[config.mk]
export PLATFORM = sky130hd
export DESIGN_NAME = tick_timer
export DESIGN_NICKNAME = d
export VERILOG_FILES = /design/src/rtl/tick_timer.sv
export SDC_FILE = /design/constraint.sdc
export NUM_CORES = 1
export LEC_CHECK = 0
export CAP_MARGIN = 0
export CORE_MARGIN = 2
export CORE_UTILIZATION = 42
export CTS_CLUSTER_DIAMETER = 30
export DETAILED_ROUTE_END_ITERATION = 6
export GPL_TIMING_DRIVEN = 0
export PLACE_DENSITY_LB_ADDON = 0.1
export SLEW_MARGIN = 15
export SYNTH_ARGS = -nofsm -noshare
export SYNTH_HDL_FRONTEND = slang
export SYNTH_SLANG_ARGS = --single-unit
[constraint.sdc]
create_clock -name clk -period 4 [get_ports clk]
set_clock_uncertainty 0.15 [all_clocks]
set_input_delay 0.6 -clock clk [delete_from_list [all_inputs] [get_ports clk]]
set_output_delay 0.6 -clock clk [all_outputs]
set_load 0.03 [all_outputs]
[src/rtl/tick_timer.sv]
// Synchronizes the divided slow clock, turns each of its rising edges into a
// one-cycle tick, and counts those ticks down in a loadable interval timer.
module tick_timer #(
   parameter int WIDTH       = 16,
   parameter int SYNC_STAGES = 2
) (
   input  logic             clk,
   input  logic             reset,
   input  logic             slow_clk,
   input  logic [WIDTH-1:0] load_val,
   input  logic             start,
   input  logic             pause,
   input  logic             clear,
   output logic             tick,
   output logic [WIDTH-1:0] count,
   output logic             running,
   output logic             paused,
   output logic             done,
   output logic             expired
);

   localparam logic [1:0] ST_IDLE   = 2'd0;
   localparam logic [1:0] ST_RUN    = 2'd1;
   localparam logic [1:0] ST_PAUSED = 2'd2;
   localparam logic [1:0] ST_DONE   = 2'd3;

   logic [SYNC_STAGES-1:0] sync_q, sync_d;
   logic                   hist_q, hist_d;
   logic                   tick_q, tick_d;
   logic [1:0]             state_q, state_d;
   logic [WIDTH-1:0]       count_q, count_d;
   logic                   expired_q, expired_d;
   logic                   rise;

   // SYNC_STAGES must be at least 2; stage 0 samples the asynchronous input.
   always_comb begin
      sync_d = {sync_q[SYNC_STAGES-2:0], slow_clk};
      hist_d = sync_q[SYNC_STAGES-1];
      rise   = sync_q[SYNC_STAGES-1] & ~hist_q;
      tick_d = rise;
   end

   always_comb begin
      state_d   = state_q;
      count_d   = count_q;
      expired_d = 1'b0;
      if (clear) begin
         state_d = ST_IDLE;
         count_d = '0;
      end else if (start) begin
         if (load_val != '0) begin
            count_d = load_val;
            state_d = pause ? ST_PAUSED : ST_RUN;
         end else begin
            count_d   = '0;
            state_d   = ST_DONE;
            expired_d = 1'b1;
         end
      end else begin
         case (state_q)
            ST_RUN: begin
               if (pause) begin
                  state_d = ST_PAUSED;
               end else if (rise) begin
                  if (count_q > WIDTH'(1)) begin
                     count_d = count_q - WIDTH'(1);
                  end else begin
                     count_d   = '0;
                     state_d   = ST_DONE;
                     expired_d = 1'b1;
                  end
               end
            end
            ST_PAUSED: begin
               if (!pause) state_d = ST_RUN;
            end
            ST_DONE:   count_d = '0;
            default:   count_d = '0;
         endcase
      end
   end

   // All-ones reset of the synchronizer and history keeps a slow_clk held
   // high across reset release from looking like a rising edge.
   always_ff @(posedge clk or posedge reset) begin
      if (reset) begin
         sync_q    <= '1;
         hist_q    <= 1'b1;
         tick_q    <= 1'b0;
         state_q   <= ST_IDLE;
         count_q   <= '0;
         expired_q <= 1'b0;
      end else begin
         sync_q    <= sync_d;
         hist_q    <= hist_d;
         tick_q    <= tick_d;
         state_q   <= state_d;
         count_q   <= count_d;
         expired_q <= expired_d;
      end
   end

   assign tick    = tick_q;
   assign count   = count_q;
   assign running = (state_q == ST_RUN);
   assign paused  = (state_q == ST_PAUSED);
   assign done    = (state_q == ST_DONE);
   assign expired = expired_q;

endmodule

---- After elaboration in Yosys (flattened, before gate mapping) ----
Cells that the tools add are included.
operators by class
  order comparisons ....................... 1
  bitwise gates (word level) .............. 2
  muxes and demuxes ....................... 23
  reduce and logical (&&, ||, !) cells .... 4
  add/subtract/negate cells ............... 1
  equal/unequal tests ..................... 9
operators with widths
  operator                                                        count
  two-way mux 16 bit                                              6
  one-hot mux 16 bit (2 select lines)                             1
  greater-than comparator 16 x 1 -> 1 bit, second input constant  1
  two-way mux 2 bit                                               8
  nonzero test 16 bit                                             1
  subtractor 16 x 1 -> 16 bit, second input constant              1
  inequality test 4 bit, second input constant                    2
  two-way mux 1 bit                                               7
  inequality test 5 x 4 -> 1 bit, second input constant           1
  inequality test 5 bit, second input constant                    1
  equality test 2 bit, second input constant                      2
  inequality test 4 x 3 -> 1 bit, second input constant           1
  one-hot mux 2 bit (2 select lines)                              1
  AND reduction 4 bit                                             1
  nonzero test 4 bit                                              1
  inequality test 3 bit, second input constant                    1
  AND reduction 3 bit                                             1
  equality test 2 x 1 -> 1 bit, second input constant             1
  AND 1 bit                                                       1
  NOT 1 bit                                                       1
word-level totals
  output and inout bits ................... 21
  word-level logic and storage cells ...... 46
  flip-flop bits (word level) ............. 23

---- Depth between registers and ports, before layout ----
Gate-level depths: netlist of run 1.
  depth in word-level cells ............... 7
  mapped depth ............................ 7
  depth with buffers taken out ............ 7

---- Worst setup path before layout of run 1 ----
No wires, ideal clock.
  path kind ............................... register to register
  start ................................... reg count_q[9], in the netlist count[9]
  end ..................................... reg count_q[10], in the netlist count[10]
  slack ................................... 1.237 ns
  arrival ................................. 2.487 ns
  stages on the path, launching flop included .. 8
  period minus slack after synthesis ...... 2.763 ns
  cells stage by stage .................... dfrtp_1 or4_1 or4_1 buf_2 o211a_4 buf_6 a31o_1 a221o_1
between the ends
  longest elaborated chain between the ends .. 7
  elaborated cells between the ends (all ways) .. 8
  classes of those cells .................. add/sub: 1; order compare: 1; mux: 6
RTL lines
  item                                                                                    line    RTL
  start, declared                                                                         31      logic [WIDTH-1:0] count_q, count_d;
  start signal, assigned                                                                  98      count_q <= count_d;
  subtractor 16 x 1 -> 16 bit or greater-than comparator 16 x 1 -> 1 bit (tied branches)  66, 65
  two-way mux 16 bit *                                                                    65      if (count_q > WIDTH'(1)) begin
  two-way mux 16 bit *                                                                    64      end else if (rise) begin
  two-way mux 16 bit *                                                                    62      if (pause) begin
  one-hot mux 16 bit (2 select lines) *                                                   60      case (state_q)
  two-way mux 16 bit *                                                                    50      end else if (start) begin
  two-way mux 16 bit *                                                                    47      if (clear) begin
Every way passes the cells marked *; elsewhere a longest branch is shown, timed or not. The select of a mux whose other input is x is not followed.
A chain may end at the register's enable or synchronous reset.

---- Worst setup path in the final report of run 1 ----
  start ................................... in pause
  end ..................................... reg count_q[13], in the netlist count[13]
between the ends
  longest elaborated chain between the ends .. 2
RTL lines
  item                             line  RTL
  start, declared                  12    input logic pause,
  inequality test 4 bit (no line)  n/a
  AND reduction 3 bit (no line)    n/a
Every way passes these cells.

==> metrics.txt, run 1 <==
startpoint types=input pin; Final #Nets=225; layout cells sized above 1=7.61%; synthesized area per cell=9.34 µm²; Worst Reg-to-Reg Cells=6; worst-skew pair later-pin latency=0.31 ns; post-route antenna net violation count=0; leakage=0.753 nW; die width=61.9 µm; Starting Density=42.9%; Tmin final=2.87 ns; post_cts resized=0; switching share of power=36.1%; Switch Pwr=213 µW; clock sinks=23; critical path class=input pin to flop; vias=1448; hold_buf cts=0; GPL Wtd Cong=0.897; Rows=21; Tot GR Track Use=21.8%; vias in the first global route=1373; crit path DAT=2.93 ns; CTS Buffer Depth=2; Seq cells post-synth=23; Syn Inst Count=151; outcome=finished clean; initial antenna violation count=0; cts bufs inserted=3; Post-synth top flop=dfrtp_1; Slew @ Worst Pin=0.907 ns; Max Fclk=348 MHz; Post-Syn Area=1410 µm²; Core Box Area=3280 µm²; pin count of the biggest net entering global routing=24; Max VDD drop=0.152 mV; max-cap violations=0; logic gate share of total power=35.7%; I/O pin cnt=43; Max-slew headroom=39.5%; CTS tree=done; Initial DRC Count=81; Internal Pwr Total=376 µW; Ys Warns=0; Buffers on Ports=42; antenna cells=0; CP Capture Type=flop; Synth Net Count=178; hold crit path type=flop to flop; pre-CTS setup slack=0.732 ns; register share of total power=45.7%; Worst Hold Depth=0; Critical Path RT=4.06 ns; grt ovf=0; Worst Slack Setup Final=1.13 ns; ys async rst share=100%; pwr/cell area=306 nW/µm²; fin crit share=71.7%; drc violations=0; WL per Instance=16.4 µm; Final HPWL DP=2970 µm; Clock Power Share=18.6%; FILL cells=311; root buffer cell=clkbuf_4; Slew Viols, Final=0; Synth-to-Final Area Change=36.2%; Post-synth EDFFs=0; post-synthesis sequential area ratio=41.1%; final setup vio count=0; Max FO, Critical Path=10; RSZ-0062 raised after global routing=no; final WL=4000 µm; Sum Neg Setup Slack=0 ns; vias per cell=5.96; maximum level of the CTS H-tree=1; first-pass detailed-route iteration total=4; final hold vios=0; Die Height=61.9 µm; Die ar.=3840 µm²; postcts setup bufs=0; Worst-path clk slew=0.13 ns; global-route wire length before repair=6180 µm; Netlist cell types=41
## state kept, by name, summed over array words and instances, names as in the netlist
register  count
state_q       2
expired       1
sync_q        2
count        16
tick          1
hist_q        1
## worst paths after layout
kind	slack, ns	startpoint	endpoint
worst max-delay path	1.13	pause	count[13]
worst min-delay path	0.22	sync_q[0]	sync_q[1]
worst max register to register	1.15	state_q[0]	count[13]
worst min register to register	0.22	sync_q[0]	sync_q[1]
max in group asynchronous	2.53	reset	count[1]
min in group asynchronous	0.62	reset	count[12]
## worst max-delay path, stage by stage
cell	delay (ns)
clkdlybuf4s50_1	0.46
nor4b_1	0.76
clkbuf_1	0.43
nand2_1	0.32
o311ai_0	0.35
## metrics by stage
stage	hold slack, ns	power, mW	std cells	utilization, %	instance area [µm²]
floorplan	0.195	0.396	151	-	1410
global placement	0.196	0.476	239	57.5	1890
detailed placement	0.202	0.481	239	57.5	1890
CTS	0.220	0.591	243	58.3	1910
global route	0.225	0.622	243	58.5	1920
finish	0.218	0.588	243	58.5	1920
## kinds of logic after synthesis
logic type | count (synthesis) | share of synthesized area (%)
xor+xnor | 3 | 1.86
flops | 23 | 41.1
buf+inv | 15 | 4.61
compound gates | 47 | 25.6
mux | 2 | 1.51
simple gates | 56 | 20.9
fa+ha+maj | 5 | 4.44
## routing by layer
metal | vias up | global-route usage [%] | share of wire [%]
met2 | 70 | 34.5 | 49
met1 | 692 | 29.2 | 45
li1 | 680 | - | -
met3 | 6 | 3.31 | 4.8
met5 | - | 0 | 0
met4 | 0 | 10.0 | 0.95
## cells in the mapped netlist (2+ instances only)
cell type  instances  area, µm²
a21oi_1            4       20.0
a221o_1            4       40.0
a22oi_1            8       60.1
a31o_2             2       17.5
a31oi_1            2       12.5
clkbuf_1           3       11.3
dfrtp_1           20        500
dfstp_2            3       78.8
ha_1               5       62.6
inv_1             10       37.5
nand2_1           11       41.3
nand3_1            5       25.0
nand4_1            2       12.5
nor2_1            10       37.5
nor3_1             3       15.0
nor4_1            12       75.1
o2111ai_1          2       17.5
o211ai_1           6       45.0
o21ai_0            7       35.0
o311ai_0           2       17.5
o31a_1             3       26.3
or2_2              2       12.5
or3_1              3       18.8
or4_1              3       22.5
xnor2_1            3       26.3
## power groups by stage
stage	logic, mW	registers, mW	clock network (mW)
2_1_floorplan	0.104	0.292	0
4_1_cts	0.209	0.269	0.114
6_report	0.210	0.269	0.109
3_5_place_dp	0.207	0.273	0
3_3_place_gp	0.205	0.272	0
5_1_grt	0.229	0.271	0.122
## area by class of cell
cell class              count  area, µm²  area share (%)
inverters                  10       37.5            1.95
well taps                  46       57.6            3.00
repair buffers             42        420            21.9
plain buffers               5       27.5            1.43
flip-flops and latches     23        579            30.2
clock buffers               4       26.3            1.37
multi-input cells         113        772            40.2
## layout by cell type, fill, tap and decap left out, types with 5 or more instances in the layout
master and n:
inv_1 10, nor2_1 10, nor4_1 11, nand3_1 5
a22oi_1 8, nand2_1 11, dfrtp_1 20, o211ai_1 6
o21ai_0 7, clkdlybuf4s50_1 42, ha_1 5
Note: power is estimated with default switching activity, not from simulation.
==> run 2, diff against run 1 <==
==> constraint.sdc (replaced) <==
create_clock -name clk -period 2.6 [get_ports clk]
set_clock_uncertainty 0.15 [all_clocks]
set_input_delay 0.39 -clock clk [delete_from_list [all_inputs] [get_ports clk]]
set_output_delay 0.39 -clock clk [all_outputs]
set_load 0.03 [all_outputs]
==> run 2 against run 1 <==
The run now ends with setup timing left. Sequential share of layout area decreased by 0.43 points. Non-clock buffer count increased by 1. Setup slack got worse by 1.2 ns. Utilization increased by 1.1 points. Clock power increased by 66%. Largest power group unchanged.
==> metrics.txt, run 2 (synthesized netlist as in run 1, its figures left out) <==
Non-Filler Instances=244; failing checks=setup timing; Max VDD drop=0.198 mV; vias per cell=5.84; placed insts=239; RSZ-0062 raised after global routing=yes; post-route antenna net violation count=0; pre-CTS setup slack=-0.296 ns; Finished Cell Area=1960 µm²; Slew Viols, Final=0; max-cap violations=0; worst-skew pair later-pin latency=0.33 ns; crit path DAT=2.70 ns; fin crit share=101%; GPL Wtd Cong=0.877; Final #Nets=226; Rows=21; Max Fclk=381 MHz; most common cell after layout, fill and taps aside=clkdlybuf4s50_1; Critical Path RT=2.67 ns; clock sinks=23; I/O pin cnt=43; Max FO, Critical Path=10; leakage=0.766 nW; Die Height=61.9 µm; cell chain of the critical path=or4_4, or4_4, o211a_4, buf_6, a31o_1, a221o_1; Synth-to-Final Area Change=38.8%; critical path class=flop to flop; layout cells sized above 1=11.1%; antenna cells=0; Crit path max-delay family=simple AND/OR/NAND/NOR gates; grt ovf=0; final setup vio count=1; placed instance area=1900 µm²; max FFs per register=16; vias=1426; most frequent cells in the layout=42 x clkdlybuf4s50_1, 18 x dfrtp_1, 11 x nor4_1, 11 x nand2_1; maximum level of the CTS H-tree=1; final hold vios=0; die width=61.9 µm; global routing usage on met1=30.2%; GRT Max-Usage Layer=met2; Tmin final=2.63 ns; Crit-path slowest cell=or4_4; FILL cells=295; final WL=3950 µm; hold crit path type=flop to flop; Tot GR Track Use=21.3%; CTS tree=done; WL per Instance=16.2 µm; CTS Buffer Depth=2; pin count of the biggest net entering global routing=24; hold_buf cts=0; Die ar.=3840 µm²; startpoint types=flop; Final HPWL DP=2830 µm; first-pass detailed-route iteration total=4; CP Capture Type=flop; GR Util met3=2.90%; M2 GR Usage=33.2%; Starting Density=42.9%; slowest stage delay, CP=0.54 ns; root buffer cell=clkbuf_4; Worst-path clk slew=0.13 ns; Power Total=925 µW; pwr/cell area=473 nW/µm²; Max-slew headroom=41.3%; CP bufs+invs=1; Slew @ Worst Pin=0.880 ns; vias in the first global route=1257; Initial DRC Count=71; initial antenna violation count=0; Worst Slack Setup Final=-0.0274 ns; cts bufs inserted=3; Core Box Area=3280 µm²; global-route wire length before repair=5980 µm; CP most frequent cell=or4_4; drc violations=0; outcome=finished, violations left; Buffers on Ports=42
run 2: changes by cell type in the layout (fill, tap and decap cells not counted), sizes merged:
cell and delta:
buf +1
run 2: through the flow:
step | util, % | setup TNS, ns | hold slack, ns
6_report | 59.6 | -0.0274 | 0.215
5_1_grt | 59.6 | -0.132 | 0.223
4_1_cts | 59.4 | -0.0855 | 0.216
3_5_place_dp | 57.8 | -1.98 | 0.197
3_3_place_gp | 57.6 | -4.48 | 0.196
2_1_floorplan | - | -0.0973 | 0.195
run 2: layout make-up:
class	instances	area [µm²]	area share (%)
multi-input combinational	113	795	40.6
clock buffer	4	26.3	1.34
buffer	4	23.8	1.21
timing repair buffer	44	435	22.3
sequential	23	582	29.7
inverter	10	37.5	1.92
tap	46	57.6	2.94
run 2: metal layers:
layer / vias to the layer above / wire length, µm
met5: - / 0
met4: 0 / 46
met2: 48 / 1770
li1: 690 / -
met1: 683 / 1850
met3: 5 / 282
run 2: worst reg2reg max path, delay by kind of cell (launching register included):
family / cells / cell delay [ns]
buffers and inverters: 1 / 0.14
and+or+nand+nor: 2 / 1.03
DFF: 1 / 0.43
AOI/OAI and AO/OA: 3 / 0.78
run 2: timing repair:
item | in CTS | in global routing
gates resized for setup | 4 | 6
setup endpoints to repair | 13 | 16
buffers inserted | 2 | 0
run 2: final timing paths:
check	start	endpoint	slack, ns	cells past startpoint
max reg2reg	count[10]	count[10]	-0.03	6
min in group asynchronous	reset	count[0]	0.38	2
min reg2reg	sync_q[0]	sync_q[1]	0.21	0
max in group asynchronous	reset	count[9]	1.31	2
min	sync_q[0]	sync_q[1]	0.21	0
max	count[10]	count[10]	-0.03	6
run 2: report_power, final:
part | switching [mW] | internal, mW | leakage [nW]
combinational | 0.191 | 0.141 | 0.456
sequential | 0.0288 | 0.384 | 0.294
clock | 0.121 | 0.0603 | 0.0150
total | 0.341 | 0.585 | 0.766
==> run 3, diff against run 2 <==
--- a/config.mk
+++ b/config.mk
@@ -6,8 +6,8 @@
 export NUM_CORES = 1
 export LEC_CHECK = 0
 export CAP_MARGIN = 0
-export CORE_MARGIN = 2
-export CORE_UTILIZATION = 42
+export CORE_MARGIN = 3
+export CORE_UTILIZATION = 35
 export CTS_CLUSTER_DIAMETER = 30
 export DETAILED_ROUTE_END_ITERATION = 6
 export GPL_TIMING_DRIVEN = 0
==> run 3 against run 2 <==
The run now ends clean. Setup slack gained 0.048 ns. Wire length grew 5.2%. Sequential power is essentially flat. Clock-buffer cell count is the same. Design area grew 3.3%. Hold slack lost 0.0039 ns. Clock power grew 28%. Die area grew 26%. Register-to-register slack gained 0.05 ns. Critical path depth is the same. Utilization shrank 6.0 points.
==> metrics.txt, run 3 (synthesized netlist as in run 1, its figures left out) <==
Worst Slack Setup Final=0.0203 ns; critical path class=flop to flop; Buffers on Ports=42; Rows=22; max FFs per register=16; global-route wire length before repair=6890 µm; hold crit path type=flop to flop; reg-to-reg slack, setup=0.02 ns; startpoint types=flop; Max-slew headroom=39.1%; Die Height=69.5 µm; Synth-to-Final Area Change=43.4%; WL per Instance=16.6 µm; CTS tree=done; Slew @ Worst Pin=0.913 ns; Setup crit end=count[10]; cts bufs inserted=3; crit path from=count[9]; post-route antenna net violation count=0; Max VDD drop=0.207 mV; vias=1435; pre-CTS setup slack=-0.440 ns; Min Hold Slack=0.211 ns; stages on the worst setup path=6; antenna cells=0; Starting Density=37.4%; leakage=0.799 nW; CP Capture Type=flop; Worst-path clk slew=0.08 ns; I/O pin cnt=43; fin crit share=99.2%; drc violations=0; worst-skew pair later-pin latency=0.27 ns; worst flop-to-flop path endpoint=count[10]; maximum level of the CTS H-tree=1; die width=69.5 µm; Crit-path slowest cell=or4_4; Critical Path RT=2.60 ns; Tot GR Track Use=17.7%; most frequent cells in the layout=42 x clkdlybuf4s50_1, 17 x dfrtp_1, 11 x nor4_1, 11 x nand2_1; Max Fclk=388 MHz; Initial DRC Count=94; first-pass detailed-route iteration total=4; hold_buf cts=0; clock sinks=23; final WL=4150 µm; Final #Nets=230; Slew Viols, Final=0; Final HPWL DP=3030 µm; slowest stage delay, CP=0.54 ns; Crit path max-delay family=simple AND/OR/NAND/NOR gates; root buffer cell=clkbuf_8; outcome=finished clean; RSZ-0062 raised after global routing=yes; CTS Buffer Depth=2; Core Box Area=3770 µm²; layout cells sized above 1=13.4%; Max FO, Critical Path=6; cell chain of the critical path=or4_4, or4_4, o211a_4, buf_8, a31o_1, a221o_1; pwr/cell area=488 nW/µm²; FILL cells=333; most common cell after layout, fill and taps aside=clkdlybuf4s50_1; initial antenna violation count=0; vias in the first global route=1403; CP bufs+invs=1; max-cap violations=0; Die ar.=4830 µm²; Reg-to-Reg Start=count[9]; Worst Reg-to-Reg Cells=6; GPL Wtd Cong=0.916; final setup vio count=0; final hold vios=0; CP most frequent cell=or4_4; vias per cell=5.74; grt ovf=0; Tmin final=2.58 ns; pin count of the biggest net entering global routing=24; crit path DAT=2.58 ns
## run 3: cell count changes in the layout (fill, tap and decap cells not counted), sizes merged
cell / previous run / this run
buf: 3 / 7
## run 3: timing repair
action | in CTS | in global routing
endpoints found under the setup margin | 14 | 15
setup buffers | 6 | 0
gates resized for setup | 9 | 3
pin swaps | 2 | 0
gates cloned | 0 | 0
## run 3: metrics by stage
| stage | util (%) | instance area [µm²] | setup TNS, ns | std cells | total power [mW] |
|---|---|---|---|---|---|
| 3_3_place_gp | 50.2 | 1890 | -4.94 | 241 | 0.738 |
| 2_1_floorplan | - | 1410 | -0.0973 | 151 | 0.610 |
| 5_1_grt | 53.6 | 2020 | -0.0230 | 250 | 1.04 |
| 4_1_cts | 53.4 | 2010 | -0.0375 | 251 | 0.990 |
| 6_report | 53.6 | 2020 | 0 | 250 | 0.988 |
| 3_5_place_dp | 50.4 | 1900 | -2.84 | 241 | 0.742 |
## run 3: worst min path at each step
stage                   start        end  cells after the start
floorplan           sync_q[0]  sync_q[1]                      0
global placement    sync_q[0]  sync_q[1]                      0
detailed placement  sync_q[0]  sync_q[1]                      0
CTS                 sync_q[0]  sync_q[1]                      0
global route        sync_q[0]  sync_q[1]                      0
finish              sync_q[0]  sync_q[1]                      0
## run 3: report_power, final
group	internal (mW)	total (mW)	switching (mW)	leakage (nW)
logic	0.148	0.345	0.197	0.484
clock network	0.110	0.231	0.121	0.0228
registers	0.384	0.411	0.0277	0.293
## run 3: worst register-to-register path, cell delays in order (launching register included)
cell and delay, ns:
dfrtp_2 0.41, or4_4 0.54, or4_4 0.47, o211a_4 0.27, buf_8 0.13, a31o_1 0.20
a221o_1 0.29
## run 3: layer usage
layer | part of all wire (%) | vias up | track usage, %
met2 | 46 | 51 | 27.1
met1 | 46 | 688 | 23.9
met5 | 0 | - | 0
met3 | 6.3 | 5 | 4.20
li1 | - | 691 | -
met4 | 1.3 | 0 | 6.94
## run 3: layout make-up
class | count | area, µm² | share of cell area [%]
multi-input combinational | 113 | 803 | 39.7
sequential | 23 | 583 | 28.8
clock buffer | 4 | 45.0 | 2.23
buffer | 4 | 27.5 | 1.36
timing repair buffer | 48 | 465 | 23.0
inverter | 10 | 37.5 | 1.86
tap | 48 | 60.1 | 2.97
